<file path="src/rtl/dbg_regfile_access.sv">
// dbg_regfile_access
// Debug-side initiator for the integer register file. It accepts one
// abstract register read or write command at a time from the debug module.
// It drives the register file write port (rf_we/rf_a3/rf_wd3) and read
// port (rf_a1/rf_rd1) for a single ACCESS cycle, then holds one response
// on a valid/ready channel until the debug module consumes it.
//
// Ports
//   clk, reset_n            clock, asynchronous active-low reset
//   halted                  core halted; sampled only when a command is accepted
//   req_valid/req_ready     command handshake
//   req_write/req_regno/req_wdata   command payload
//   rsp_valid/rsp_ready     response handshake
//   rsp_data/rsp_err        response payload (data is 0 for writes and errors)
//   busy                    high from accept until the response handshake
//   rf_we/rf_a3/rf_wd3      register file write port drive
//   rf_a1/rf_rd1            register file read port (rf_rd1 combinational from rf_a1)
module dbg_regfile_access #(
  parameter int XLEN        = 64,
  parameter bit E_SUPPORTED = 1'b0
) (
  input  logic            clk,
  input  logic            reset_n,
  input  logic            halted,
  input  logic            req_valid,
  output logic            req_ready,
  input  logic            req_write,
  input  logic [4:0]      req_regno,
  input  logic [XLEN-1:0] req_wdata,
  output logic            rsp_valid,
  input  logic            rsp_ready,
  output logic [XLEN-1:0] rsp_data,
  output logic            rsp_err,
  output logic            busy,
  output logic            rf_we,
  output logic [4:0]      rf_a3,
  output logic [XLEN-1:0] rf_wd3,
  output logic [4:0]      rf_a1,
  input  logic [XLEN-1:0] rf_rd1
);

  typedef enum logic [1:0] {
    S_IDLE   = 2'd0,
    S_ACCESS = 2'd1,
    S_RESP   = 2'd2
  } state_e;

  state_e            state_q, state_d;
  logic              write_q, write_d;
  logic [4:0]        regno_q, regno_d;
  logic [XLEN-1:0]   wdata_q, wdata_d;
  logic [XLEN-1:0]   rdata_q, rdata_d;
  logic              err_q, err_d;
  // Keeps req_ready low while reset is asserted and for the first edge
  // after release, so no command can be accepted out of a reset state.
  logic              ready_q;

  logic              regno_illegal;

  // Registers x16..x31 do not exist on an E-variant core.
  assign regno_illegal = E_SUPPORTED && req_regno[4];

  always_ff @(posedge clk or negedge reset_n) begin
    if (!reset_n) begin
      state_q <= S_IDLE;
      write_q <= 1'b0;
      regno_q <= '0;
      wdata_q <= '0;
      rdata_q <= '0;
      err_q   <= 1'b0;
      ready_q <= 1'b0;
    end else begin
      state_q <= state_d;
      write_q <= write_d;
      regno_q <= regno_d;
      wdata_q <= wdata_d;
      rdata_q <= rdata_d;
      err_q   <= err_d;
      ready_q <= 1'b1;
    end
  end

  always_comb begin
    state_d   = state_q;
    write_d   = write_q;
    regno_d   = regno_q;
    wdata_d   = wdata_q;
    rdata_d   = rdata_q;
    err_d     = err_q;

    req_ready = 1'b0;
    rsp_valid = 1'b0;
    rsp_data  = '0;
    rsp_err   = 1'b0;
    busy      = 1'b0;
    rf_we     = 1'b0;
    rf_a3     = '0;
    rf_wd3    = '0;
    rf_a1     = '0;

    unique case (state_q)
      S_IDLE: begin
        req_ready = ready_q;
        if (req_valid && ready_q) begin
          write_d = req_write;
          regno_d = req_regno;
          wdata_d = req_wdata;
          rdata_d = '0;
          if (!halted || regno_illegal) begin
            // Rejected commands skip the register file entirely.
            err_d   = 1'b1;
            state_d = S_RESP;
          end else begin
            err_d   = 1'b0;
            state_d = S_ACCESS;
          end
        end
      end

      S_ACCESS: begin
        busy   = 1'b1;
        rf_a1  = regno_q;
        rf_a3  = regno_q;
        rf_wd3 = wdata_q;
        // x0 is hardwired: writes are dropped and reads return zero
        // regardless of what the register file presents.
        rf_we  = write_q && (regno_q != 5'd0);
        if (!write_q && (regno_q != 5'd0)) begin
          rdata_d = rf_rd1;
        end else begin
          rdata_d = '0;
        end
        state_d = S_RESP;
      end

      S_RESP: begin
        busy      = 1'b1;
        rsp_valid = 1'b1;
        rsp_data  = rdata_q;
        rsp_err   = err_q;
        if (rsp_ready) begin
          state_d = S_IDLE;
        end
      end

      default: begin
        state_d = S_IDLE;
      end
    endcase
  end

endmodule

</file>
<file path="config.mk">
export PLATFORM = sky130hd
export DESIGN_NAME = dbg_regfile_access
export DESIGN_NICKNAME = d
export VERILOG_FILES = /design/src/rtl/dbg_regfile_access.sv
export SDC_FILE = /design/constraint.sdc
export NUM_CORES = 1
export LEC_CHECK = 0
export CORE_UTILIZATION = 40
export DETAILED_ROUTE_END_ITERATION = 8
export PLACE_DENSITY = 0.82
export SETUP_SLACK_MARGIN = 0.1
export SLEW_MARGIN = 25
export SYNTH_ARGS = -nofsm -noshare
export SYNTH_HDL_FRONTEND = slang
export SYNTH_SLANG_ARGS = --single-unit
</file>
<file path="constraint.sdc">
create_clock -name clk -period 4.9 [get_ports clk]
set_input_delay 1.225 -clock clk [delete_from_list [all_inputs] [get_ports clk]]
set_output_delay 1.225 -clock clk [all_outputs]
set_load 0.005 [all_outputs]
</file>
==> results of run 1 <==
[layout by cell type, fill, tap and decap left out, drive strengths merged, types with 2 or more instances in the layout]
| master | n |
|---|---|
| clkdlybuf4s50 | 280 |
| dfrtp | 138 |
| and2 | 135 |
| mux2 | 70 |
| a22o | 64 |
| clkbuf | 17 |
| clkinv | 7 |
| buf | 5 |
| inv | 5 |
| nand2 | 4 |
| clkinvlp | 4 |
| nand2b | 3 |
| ha | 3 |
| nand3 | 2 |
[area by class of cell]
type                       count  area share, %
clock inverter                14           1.31
multi-input combinational    291           25.1
clock buffer                  17           4.49
inverter                       3          0.119
sequential                   138           36.5
timing repair buffer         285           30.0
tap                          184           2.43
[flip-flops by register name (all words and copies together), names as in the netlist]
register,flops
ready_q,1
state_q,2
regno_q,5
write_q,1
rdata_q,64
err_q,1
wdata_q,64
[Yosys cell counts]
master,number
a211oi_4,1
a21boi_4,1
a21oi_1,1
a22o_1,64
a32oi_1,1
and2_1,135
buf_2,15
buf_4,5
buf_6,6
clkbuf_1,14
conb_1,1
dfrtp_1,138
ha_1,3
inv_1,3
mux2_2,70
nand2_1,4
nand2b_1,3
nand3_1,1
nand3_2,1
nor2_1,1
nor3_2,1
o21a_1,1
o21ai_0,1
o2bb2ai_1,1
[metrics by stage]
stage	instances	util (%)	setup WS [ns]	power, uW	instance area [um^2]
5_1_grt	932	64.7	1.01	4970	9470
3_5_place_dp	901	60.9	1.58	3530	8920
6_report	932	64.7	1.18	4690	9470
4_1_cts	932	64.7	1.15	4750	9470
2_1_floorplan	472	-	2.42	2760	6070
3_3_place_gp	901	60.9	1.68	3440	8910
[power by group]
| group | switching (uW) | internal [uW] |
|---|---|---|
| registers | 282 | 1670 |
| clock network | 486 | 695 |
| logic | 591 | 967 |
| total | 1360 | 3340 |
[worst reg2reg max path, delay by kind of cell (launching register included)]
kind | cells | cell delay (ns)
DFF | 1 | 0.38
and+or+nand+nor | 1 | 0.19
adders and majority gates | 1 | 0.15
AOI/OAI and AO/OA | 2 | 0.48
buffers and inverters | 3 | 1.10
[logic make-up (layout without fill, tap and decap cells)]
logic type	after synthesis	after routing	synth area share (%)
adder cells (fa/ha/maj)	3	3	0.619
buffers and inverters	43	319	4.02
AO/OA/AOI/OAI	71	71	10.5
other	1	1	0.0618
multiplexers	70	70	13.0
AND/OR/NAND/NOR	146	146	14.9
flip-flops	138	138	56.9
[how the worst max path moves through the flow]
stage / to / slack (ns) / depth (start not counted)
finish: rsp_data[48] / 1.18 / 4
CTS: rsp_data[48] / 1.15 / 4
floorplan: rsp_data[10] / 2.42 / 5
detailed placement: rsp_data[48] / 1.58 / 4
global placement: rsp_data[54] / 1.68 / 4
global route: rsp_data[48] / 1.01 / 4
[layer usage]
metal / global-route usage, % / share of wire (%) / vias up
li1: - / - / 2133
met1: 22.6 / 36 / 2270
met2: 37.8 / 51 / 192
met3: 10.4 / 11 / 22
met4: 6.96 / 1.6 / 0
met5: 0 / 0 / -
==> run summary, run 1 <==
Status: complete, but fails checks
Failing checks: design-rule violations
Worst Hold Depth: 1
Leak Pwr: 0.00407 uW
Final Cycle Share: 75.9%
Multi-input gate area: 2380 um^2
GPL Wtd Cong: 0.783
Fmax: 269 MHz
Input/output buffers: 281
Largest net degree at the start of global routing: 104
Die area: 15700 um^2
Starting Density: 41.4%
Max Cap Violations: 0
Post-synthesis cell count: 472
Initial DRC Count: 166
CTS root buf: clkbuf_16
Layout Skew: 0.00918 ns
Max Slew Vio Count: 0
Bufs and invs on worst path: 2
DRC: 34
Share of layout cells above drive strength 1: 15.0%
Reg2reg path depth: 7
Worst hold path type: register to register
N_diodes: 0
RSZ-0062 raised after global routing: false
PD cells: 496 nW/um^2
Total gr overflow: 0
Clock Latency Late Sink: 0.41 ns
I/O Pins: 282
Detailed Place HPWL: 11400 um
CTS tree: done
Total wire length: 16400 um
Minimum clock period: 3.72 ns
Reg area: 3450 um^2
Layout net count: 878
Core region area: 14600 um^2
Num CTS Buffers: 17
Final setup viols: 0
Cell accounting for the most synthesized area: dfrtp_1
Height of the die: 125 um
Critical path type: register to output port
Worst-case clock buffer depth: 2
Reg-to-reg endpoint: rdata_q[56]
Drt pass-1 iters: 6
H-tree depth: 4
Post-synth design cell area: 6070 um^2
Flops & latches, synth: 138
Slowest CP cell: ha_2
Hold slack: 0.490 ns
Worst VDD drop: 0.000282 V
Num Clock Sinks: 138
Syn avg cell area: 12.9 um^2
Actual slew at the worst max-slew pin: 0.935 ns
Crit-path cells: inv_1, ha_2, and2_1, clkdlybuf4s50_1
Critical Path End Type: output port
Synth top area cells: dfrtp_1 57%, and2_1 14%, mux2_2 13%, a22o_1 9.2%, buf_2 1.2%
Hold Buf Count CTS: 0
Rows: 44
Via density: 4.95
Layout area overhead: 56.0%
Start point of the critical path: state_q[0]
Arrival @ worst endpoint: 2.49 ns
Worst R2R Start: state_q[1]
Setup TNS: 0 ns
Vias in the first global route: 5100
Post-synth top area share: 56.9%
CTS clk-pin slew, worst paths: 0.06 ns
WP data required: 3.67 ns
Top delay family on crit path: adder cells
Post-cts resize count: 0
Postcts setup bufs: 0
Syn nets: 614
Post-DRT Antenna Nets: 0
Flop2flop setup slack: 2.52 ns
Synth unique cells: 24
First-pass GRT wire length: 26300 um
Routed vias: 4617
Worst-path maximum fanout: 67
Fin. Hold Viols: 0
Worst Hold Path EP: rdata_q[34]
YS warnings: 0
Slowest stage delay, CP: 0.78 ns
Slew headroom: 37.6%
Initial antenna violation count: 0
GRT Total Usage: 21.6%
Routed len/inst: 17.6 um
Register area share after synthesis: 56.9%
Startpoint types: register
Die width: 125 um
HP Start: rdata_q[34]
Fillers: 1092
No activity file was read; power rests on OpenSTA's default activity.
==> run 2, diff against run 1 <==
==> constraint.sdc (replaced) <==
create_clock -name clk -period 3.7 [get_ports clk]
set_input_delay 0.925 -clock clk [delete_from_list [all_inputs] [get_ports clk]]
set_output_delay 0.925 -clock clk [all_outputs]
set_load 0.005 [all_outputs]
==> run summary, run 2 (same netlist as run 1, synthesis figures left out) <==
Postcts setup bufs: 0
Actual slew at the worst max-slew pin: 0.681 ns
CTS clk-pin slew, worst paths: 0.06 ns
Power Total: 6440 uW
Max Cap Violations: 0
Routed vias: 4661
Leak Pwr: 0.00413 uW
Rows: 44
Die width: 125 um
Layout Skew: 0.00454 ns
WP data required: 2.77 ns
Hold slack: 0.490 ns
Layout area overhead: 58.0%
Max Slew Vio Count: 0
Slowest stage delay, CP: 0.53 ns
Total gr overflow: 0
Fin. Hold Viols: 0
Slowest CP cell: ha_2
N_diodes: 0
Slew headroom: 54.6%
Initial antenna violation count: 0
Share of layout cells above drive strength 1: 15.2%
PD cells: 672 nW/um^2
Leading cell type in the layout, fill and taps excluded: clkdlybuf4s50_1
Routed len/inst: 17.8 um
Num Clock Sinks: 138
Height of the die: 125 um
Initial DRC Count: 275
First-pass GRT wire length: 26200 um
Final instance area: 9590 um^2
Critical path type: register to output port
Final setup viols: 0
Vias in the first global route: 4968
GPL Wtd Cong: 0.806
Final Cycle Share: 88.2%
Critical Path End Type: output port
Utilization after layout: 65.5%
GRT Total Usage: 21.7%
Num CTS Buffers: 17
Die area: 15700 um^2
H-tree depth: 4
Minimum clock period: 3.26 ns
Clock Latency Late Sink: 0.41 ns
Drt pass-1 iters: 6
Status: complete, but fails checks
CTS tree: done
Input/output buffers: 281
Worst VDD drop: 0.000316 V
Via density: 4.98
Starting Density: 41.4%
Hold Buf Count CTS: 0
Worst-case clock buffer depth: 2
Post-DRT Antenna Nets: 0
Startpoint types: register
Largest net degree at the start of global routing: 73
Detailed Place HPWL: 11800 um
RSZ-0062 raised after global routing: false
Arrival @ worst endpoint: 2.34 ns
Setup TNS: 0 ns
Core region area: 14600 um^2
Total wire length: 16600 um
Reg area: 3450 um^2
CTS root buf: clkbuf_16
I/O Pins: 282
Post-cts resize count: 0
Most frequent cells in the layout: 280 x clkdlybuf4s50_1, 138 x dfrtp_1, 135 x and2_1
Fmax: 306 MHz
Crit-path cells: inv_1, ha_2, buf_12, and2_1, clkdlybuf4s50_1
Top Registers: rdata_q x64, wdata_q x64, regno_q x5
Failing checks: design-rule violations
Worst hold path type: register to register
Worst-path maximum fanout: 35
Multi-input gate area: 2370 um^2
DRC: 34
Layout net count: 881
DP Area: 8970 um^2
Fillers: 1075
==> run 2: changes by cell type in the layout (fill, tap and decap cells not counted), moves of 2 or more <==
cell / delta
clkinv_4: -2
bufinv_16: +2
buf_12: +3
clkbuf_8: +3
clkbuf_1: +2
clkinv_2: -2
==> run 2: cell type report <==
| type | count | area share (%) |
|---|---|---|
| Clock buffer | 22 | 4.95 |
| Clock inverter | 10 | 1.46 |
| Inverter | 3 | 0.117 |
| Multi-Input combinational cell | 291 | 24.8 |
| Sequential cell | 138 | 36.0 |
| Tap cell | 184 | 2.40 |
| Timing Repair Buffer | 288 | 30.3 |
==> run 2: final timing paths <==
kind,start,end,slack (ns),cells past startpoint
setup / recovery,state_q[0],rsp_data[7],0.44,5
hold / removal,rdata_q[20],rdata_q[20],0.49,1
setup reg to reg,state_q[1],rdata_q[51],1.24,7
hold reg to reg,rdata_q[20],rdata_q[20],0.49,1
max in group asynchronous,reset_n,wdata_q[49],2.44,2
min in group asynchronous,reset_n,wdata_q[60],0.52,1
==> run 2: per-layer routing <==
| layer | vias up | wire (um) | track usage [%] | share of wire [%] |
|---|---|---|---|---|
| li1 | 2142 | - | - | - |
| met1 | 2293 | 6040 | 23.9 | 36 |
| met2 | 197 | 8550 | 37.2 | 51 |
| met3 | 29 | 1590 | 8.69 | 9.6 |
| met4 | 0 | 454 | 9.33 | 2.7 |
| met5 | - | 0 | 0 | 0 |
==> run 2: critical path, delay by kind of cell (launching register included) <==
family                   cells  cell delay, ns
adder cells (fa/ha/maj)      1            0.53
buffers and inverters        3            0.82
flip-flops                   1            0.40
AND/OR/NAND/NOR              1            0.15
==> run 2: where the power goes <==
group	total (uW)	leakage [uW]	internal (uW)	switching, uW
clock	1730	0.000293	1110	617
sequential	2600	0.00176	2220	382
combinational	2110	0.00208	1310	798
==> run 2: metrics by stage <==
step / cells / setup WS, ns
after floorplan: 472 / 1.52
final: 936 / 0.435
after global placement: 904 / 0.919
after CTS: 936 / 0.401
after global routing: 936 / 0.278
after detailed placement: 904 / 0.858
==> run 3, diff against run 2 <==
--- a/config.mk
+++ b/config.mk
@@ -5,9 +5,11 @@
 export SDC_FILE = /design/constraint.sdc
 export NUM_CORES = 1
 export LEC_CHECK = 0
-export CORE_UTILIZATION = 40
+export CAP_MARGIN = 20
+export CORE_UTILIZATION = 42
+export CTS_CLUSTER_DIAMETER = 100
 export DETAILED_ROUTE_END_ITERATION = 8
-export PLACE_DENSITY = 0.82
+export PLACE_DENSITY = 0.86
 export SETUP_SLACK_MARGIN = 0.1
 export SLEW_MARGIN = 25
 export SYNTH_ARGS = -nofsm -noshare
==> run summary, run 3 (same netlist as run 1, synthesis figures left out) <==
Status: completed
H-tree depth: 4
RSZ-0062 raised after global routing: false
Initial antenna violation count: 0
Largest net degree at the start of global routing: 73
Worst-case clock buffer depth: 2
Slew headroom: 54.6%
Height of the die: 122 um
Layout area overhead: 57.2%
Layout Skew: 0.00757 ns
Total gr overflow: 0
Routed len/inst: 17.7 um
Most frequent cells in the layout: 280 x clkdlybuf4s50_1, 138 x dfrtp_1, 135 x and2_1
Total wire length: 16500 um
Reg2reg path depth: 7
Postcts setup bufs: 0
Initial DRC Count: 198
Top Registers: rdata_q x64, wdata_q x64, regno_q x5
WP data required: 2.77 ns
Final setup viols: 0
Top delay family on crit path: buffers and inverters
Leading cell type in the layout, fill and taps excluded: clkdlybuf4s50_1
Crit-path cells: inv_1, ha_1, buf_4, and2_1, clkdlybuf4s50_1
Routed vias: 4689
First-pass GRT wire length: 25400 um
Arrival @ worst endpoint: 2.43 ns
Setup TNS: 0 ns
Worst VDD drop: 0.000338 V
CTS root buf: clkbuf_16
DRC: 0
I/O Pins: 282
Die width: 122 um
GRT Total Usage: 22.4%
Slowest CP cell: clkdlybuf4s50_1
Rows: 43
Startpoint types: register
Worst-path maximum fanout: 28
Max Cap Violations: 0
Minimum clock period: 3.35 ns
Utilization after layout: 68.2%
Actual slew at the worst max-slew pin: 0.681 ns
GPL Wtd Cong: 0.804
PD cells: 660 nW/um^2
Max Slew Vio Count: 0
Hold Buf Count CTS: 0
Final instance area: 9540 um^2
CTS clk-pin slew, worst paths: 0.06 ns
Critical path type: register to output port
Setup WS pre-CTS: 0.757 ns
N_diodes: 0
Critical Path End Type: output port
DP Area: 8970 um^2
Bufs and invs on worst path: 3
Die area: 14900 um^2
Detailed Place HPWL: 11700 um
Leak Pwr: 0.00412 uW
Clock Latency Late Sink: 0.41 ns
Fmax: 298 MHz
Via density: 5.03
Worst hold path type: input pin to async pin
Post-DRT Antenna Nets: 0
Final Cycle Share: 90.6%
Vias in the first global route: 4978
Post-cts resize count: 0
Levels on crit path: 5
CTS tree: done
Hold slack: 0.463 ns
Num CTS Buffers: 17
PnR worst setup slack: 0.347 ns
Drt pass-1 iters: 4
Starting Density: 43.4%
Num Clock Sinks: 138
Slowest stage delay, CP: 0.52 ns
Fin. Hold Viols: 0
Input/output buffers: 281
Core region area: 14000 um^2
Share of layout cells above drive strength 1: 15.3%
Layout net count: 882
==> run 3: area by class of cell <==
| cell class | instances | area, um^2 |
|---|---|---|
| clock buffers | 20 | 447 |
| multi-input cells | 291 | 2380 |
| clock inverters | 12 | 124 |
| repair buffers | 289 | 2900 |
| inverters | 3 | 11.3 |
| fillers | 1022 | 4450 |
| well taps | 180 | 225 |
| flip-flops and latches | 138 | 3450 |
==> run 3: worst paths after layout <==
path                       slack (ns)     endpoint        from
hold reg to reg                  0.47        err_q       err_q
setup / recovery                 0.35   rf_wd3[20]  state_q[1]
min in group clk                 0.47        err_q       err_q
setup reg to reg                 1.33  rdata_q[39]  state_q[1]
hold / removal                   0.46  rdata_q[63]     reset_n
max in group asynchronous        2.48  rdata_q[45]     reset_n
==> run 3: layer usage <==
layer	share of wire (%)	routed length [um]	track usage, %
met2	52	8570	38.9
met4	3.0	488	10.2
met5	0	0	0
met1	38	6230	24.7
met3	7.2	1190	7.40
==> run 3: where the power goes <==
part | leakage (uW) | switching [uW] | internal, uW
combinational | 0.00208 | 777 | 1290
sequential | 0.00176 | 382 | 2220
clock | 0.000284 | 624 | 1010
==> run 3: metrics by stage <==
stage	instances	power [uW]
2_1_floorplan	472	3650
3_3_place_gp	901	4580
3_5_place_dp	901	4700
4_1_cts	933	6380
5_1_grt	933	6670
6_report	933	6300
